===== src/rtl/if_pkg.sv =====
// Shared types and constants for the instruction-fetch stage.
//   fetch_state_e : REQ (request outstanding or about to issue) / FULL (buffer holds an instruction)
//   RESET_PC_DEF  : default PC after reset
//   NOP_INSTR_DEF : default bubble encoding driven when the buffer is empty
//   PC_INC        : sequential PC step
package if_pkg;

  typedef enum logic {
    REQ  = 1'b0,
    FULL = 1'b1
  } fetch_state_e;

  localparam logic [31:0] RESET_PC_DEF  = 32'h0000_0000;
  localparam logic [31:0] NOP_INSTR_DEF = 32'h0000_0000;
  localparam logic [31:0] PC_INC        = 32'd4;

endpackage


===== src/rtl/if_fetch_unit.sv =====
// Instruction-fetch stage feeding the IF/ID register.
// Owns the PC, keeps at most one imem request in flight, and holds the returned
// instruction until the pipeline consumes it (pc_write_i=1).
//
// Ports:
//   clk_i, rst_n_i          clock / async active-low reset
//   pc_write_i              1 = consume the buffered instruction, 0 = stall
//   branch_taken_i          single-cycle redirect from ID
//   branch_target_i[31:0]   redirect address
//   imem_req_o, imem_addr_o request toward instruction memory (addr == PC)
//   imem_ack_i, imem_rdata_i response strobe / data (ack may coincide with req)
//   pc_o                    current PC
//   pc4_o, instr_o          address+4 and encoding of the buffered instruction
//   fetch_valid_o           buffer holds a live instruction
//   misalign_o              (IF_MISALIGN_CHK_EN only) one-cycle pulse after a
//                           redirect whose target had [1:0] != 0
//
// Build option: define IF_MISALIGN_CHK_EN to add misalign_o and force redirect
// targets to word alignment.
module if_fetch_unit
  import if_pkg::*;
#(
  parameter logic [31:0] RESET_PC  = RESET_PC_DEF,
  parameter logic [31:0] NOP_INSTR = NOP_INSTR_DEF
) (
  input  logic        clk_i,
  input  logic        rst_n_i,
  input  logic        pc_write_i,
  input  logic        branch_taken_i,
  input  logic [31:0] branch_target_i,
  output logic        imem_req_o,
  output logic [31:0] imem_addr_o,
  input  logic        imem_ack_i,
  input  logic [31:0] imem_rdata_i,
  output logic [31:0] pc_o,
  output logic [31:0] pc4_o,
  output logic [31:0] instr_o,
`ifdef IF_MISALIGN_CHK_EN
  output logic        misalign_o,
`endif
  output logic        fetch_valid_o
);

  fetch_state_e state, state_nxt;
  logic [31:0]  pc;
  logic [31:0]  pending_pc;
  logic         discard;
  logic [31:0]  target;

`ifdef IF_MISALIGN_CHK_EN
  assign target = {branch_target_i[31:2], 2'b00};

  always_ff @(posedge clk_i or negedge rst_n_i) begin
    if (!rst_n_i) misalign_o <= 1'b0;
    else          misalign_o <= branch_taken_i && (branch_target_i[1:0] != 2'b00);
  end
`else
  assign target = branch_target_i;
`endif

  // State register
  always_ff @(posedge clk_i or negedge rst_n_i) begin
    if (!rst_n_i) state <= REQ;
    else          state <= state_nxt;
  end

  // Next state: only a clean (non-discarded, non-redirected) ack fills the buffer.
  always_comb begin
    state_nxt = state;
    case (state)
      REQ:  if (imem_ack_i && !branch_taken_i && !discard) state_nxt = FULL;
      FULL: if (branch_taken_i || pc_write_i)              state_nxt = REQ;
      default: state_nxt = REQ;
    endcase
  end

  // Outputs: address is the PC, which only moves on ack or outside REQ, so it
  // stays stable for the whole life of a request.
  always_comb begin
    imem_req_o  = (state == REQ);
    imem_addr_o = pc;
    pc_o        = pc;
  end

  // PC, redirect bookkeeping and output buffer
  always_ff @(posedge clk_i or negedge rst_n_i) begin
    if (!rst_n_i) begin
      pc            <= RESET_PC;
      pending_pc    <= 32'h0;
      discard       <= 1'b0;
      pc4_o         <= 32'h0;
      instr_o       <= NOP_INSTR;
      fetch_valid_o <= 1'b0;
    end else begin
      case (state)
        REQ: begin
          if (imem_ack_i) begin
            if (branch_taken_i) begin
              // redirect wins over the returning data
              pc      <= target;
              discard <= 1'b0;
            end else if (discard) begin
              // stale response from before a redirect: drop it, jump now
              pc      <= pending_pc;
              discard <= 1'b0;
            end else begin
              instr_o       <= imem_rdata_i;
              pc4_o         <= pc + PC_INC;
              fetch_valid_o <= 1'b1;
              pc            <= pc + PC_INC;
            end
          end else if (branch_taken_i) begin
            // request in flight: keep the address steady, apply target on ack
            pending_pc <= target;
            discard    <= 1'b1;
          end
        end
        FULL: begin
          if (branch_taken_i) begin
            pc            <= target;
            fetch_valid_o <= 1'b0;
            instr_o       <= NOP_INSTR;
          end else if (pc_write_i) begin
            fetch_valid_o <= 1'b0;
            instr_o       <= NOP_INSTR;
          end
        end
        default: ;
      endcase
    end
  end

endmodule

===== config.mk =====
export PLATFORM = sky130hd
export DESIGN_NAME = if_fetch_unit
export DESIGN_NICKNAME = d
export VERILOG_FILES = /design/src/rtl/if_pkg.sv /design/src/rtl/if_fetch_unit.sv
export SDC_FILE = /design/constraint.sdc
export NUM_CORES = 1
export LEC_CHECK = 0
export CORE_MARGIN = 1.5
export CORE_UTILIZATION = 47
export DETAILED_ROUTE_END_ITERATION = 12
export HOLD_SLACK_MARGIN = 0.15
export MAX_ROUTING_LAYER = met4
export PLACE_DENSITY = 0.8
export SLEW_MARGIN = 20
export SYNTH_ARGS = -nofsm -noshare
export SYNTH_HDL_FRONTEND = slang
export SYNTH_SLANG_ARGS = --single-unit

===== constraint.sdc =====
create_clock -name clk_i -period 2.6 [get_ports clk_i]
set_clock_uncertainty 0.05 [all_clocks]
set_input_delay 0.52 -clock clk_i [delete_from_list [all_inputs] [get_ports clk_i]]
set_output_delay 0.52 -clock clk_i [all_outputs]
set_load 0.05 [all_outputs]

==> results.yml <==
finish:
  layout-drive-gt1-share: 0.133
  nNetsFinal: 912
  diodes: 0
  syn_to_final_growth_pct: 43.5
  fin_util: 0.687
cts:
  clockBufferDepth: 2
  cts-root-buf: "clkbuf_16"
  postCtsSetupBuffers: 0
  worst_skew_pair.late_latency_ps: 420
  clock_sinks: 131
  cts_max_level: 4
  clkTransAtPathRegs_ps: 50
  tritoncts: "yes"
  cts_buffers: 17
critical_path:
  critPathArrivalTime_ps: 1930
  required_ps: 2030
  critPathSlowestCell: "clkdlybuf4s50_1"
  crit_path_max_fanout: 5
  startpoint_type: "flop"
  cpPeakStageDelay_ps: 810
  cp_cell_sequence: "buf_4 > clkdlybuf4s50_1"
  crit_buf_inv: 2
  timing.rr.start: "imem_addr_o[13]"
  reg2reg_slack_ps: 170
  end_kind: "output pin"
  worstSetupPathType: "reg2out"
  r2r_end: "imem_addr_o[25]"
  crit_family: "buffers and inverters"
  reg2regPathDepth: 5
timing:
  hold_violations: 0
  fin_crit_ps: 2500
  slew_violations: 0
  worst_slew_pin_slew_ps: 812
  setup_tns_ps: 0
  rsz0062_at_grt: "no"
  relSlewSlack: 0.455
  timing.fmax_mhz: 400
  timing.final.crit_share: 0.960
  hold_slack_ps: 424
  setup_viol: 0
yosys:
  async_flop_share: 1.00
  synth-seq-area-share: 0.521
  syn_nets: 725
  yosys-top-cells-count: "nand2_1 (138), dfrtp_1 (131), o21ai_0 (55)"
  syn_inst: 655
  yosys.area.top_type: "dfrtp_1"
  yosysWarnings: 0
  ys.flop_type: "dfrtp_1"
  synth.avg_cell_area_um2: 9.60
  synth_area_mm2: 0.00629
  yosysMostFrequentCell: "nand2_1"
  synth-seq-cells: 131
  synth_top_area_frac: 0.521
  yosys-top-cells-area: "dfrtp_1 (52%), nand2_1 (8.2%), mux2_2 (5.7%)"
  synth_cell_type_count: 55
  synth-edff-count: 0
global_routing:
  track_usage: 0.290
  antenna_found_initial: 0
  grt_overflow: 0
  grt_pass1_wl_mm: 30.8
  grt_pass1_vias: 5887
  grt_max_degree: 54
route:
  post_drt_wl_per_cell_um: 18.9
  drtAntennaViolNets: 0
  vias: 5834
  drc: 0
  routed_via_density: 5.68
  drt_iter0_drc: 624
  dr.pass1.iters: 5
  drt-total-wl_mm: 19.5
pwr:
  leakagePower_nw: 3.90
  peakVddDrop_uv: 530
  power.density_mw_per_mm2: 1030
worst_hold_path:
  holdPathEnd: "pc4_o[17]"
  hold_depth: 2
  hold_path.class: "reg2reg"
  worstHoldStart: "pc4_o[17]"
floorplanning:
  die_x_um: 119
  core-area_mm2: 0.0131
  num_rows: 42
  dieArea_mm2: 0.0141
  fp.dieH_um: 119
  initial_core_util: 0.479
  ioPinCount: 199
outcome:
  status: "complete, no violations"
place:
  hpwl_mm: 14.0
  gp_congestion: 0.890
  port_buffers: 198
flow_run:
  cap_viol_max_count: 0
worst max-delay path by stage:
stage / startpoint / to / slack (ps) / cells after the start
finish: imem_addr_o[9] / imem_addr_o[9] / 100 / 2
global route: imem_addr_o[13] / imem_addr_o[25] / 70 / 5
CTS: imem_addr_o[13] / imem_addr_o[25] / 110 / 5
detailed placement: imem_addr_o[13] / imem_addr_o[25] / 120 / 5
global placement: imem_addr_o[13] / imem_addr_o[31] / 150 / 5
floorplan: imem_addr_o[14] / imem_addr_o[31] / 20 / 6
per-stage QoR:
step | power [mW] | worst slack [ps] | std cells | area [um^2]
after global routing | 9.62 | 69.9 | 1028 | 9030
after detailed placement | 7.18 | 125 | 998 | 8500
final | 9.27 | 103 | 1028 | 9030
after CTS | 9.29 | 112 | 1028 | 9020
after global placement | 7.08 | 146 | 998 | 8500
after floorplan | 5.69 | 22.7 | 655 | 6290
layout make-up:
class                   count  area [um^2]
clock buffers              24          482
clock inverters             5         30.0
fillers                  1009         4110
inverters                   9         33.8
multi-input cells         442         2590
flip-flops and latches    131         3280
well taps                 176          220
repair buffers            241         2390
repair_timing:
action,4_1_cts,5_1_grt
endpoints found under the hold margin,34,0
gates resized for setup,0,1
setup endpoints to repair,0,1
hold buffers,1,0
power breakdown:
group	internal (mW)	switching, mW
clock network	1.27	0.826
logic	1.44	2.78
registers	2.54	0.417
worst reg2reg max path, cell delays in order, from the launching register on:
cell      delay, ps
dfrtp_1         470
nand2_1         210
or4_4           640
or4_4           540
o21ai_0         180
o2bb2a_1        240
flip-flops by register name, indices dropped and copies added, names as in the netlist:
signal	flops
discard	1
fetch_valid_o	1
imem_addr_o	32
instr_o	32
pc4_o	32
pending_pc	32
state	1
placed cells by master (no fill, tap or decap), drive strengths merged, types with 10 or more instances in the layout:
cell	n
nand3	44
dfrtp	131
and3	13
nand2	138
nand4	10
buf	43
clkbuf	24
a221oi	10
nor2	22
a21oi	19
o21ai	57
xnor2	18
mux2	32
clkdlybuf4s50	197
cell families (layout without fill, tap and decap cells):
logic type | count (synthesis) | in the layout | synth area share
DFF | 131 | 131 | 0.521
AOI/OAI and AO/OA | 119 | 119 | 0.119
and+or+nand+nor | 261 | 261 | 0.190
xor gates and xnor gates | 27 | 27 | 0.0376
adders and majority gates | 1 | 1 | 0.00199
muxes | 34 | 34 | 0.0605
buffers and inverters | 82 | 279 | 0.0702
per-layer routing:
layer	track usage	wire length, um
met1	0.357	7750
met3	0.0584	1320
met4	0.139	566
met2	0.461	9820
met5	-	0
Note: power is estimated with default switching activity, not from simulation.
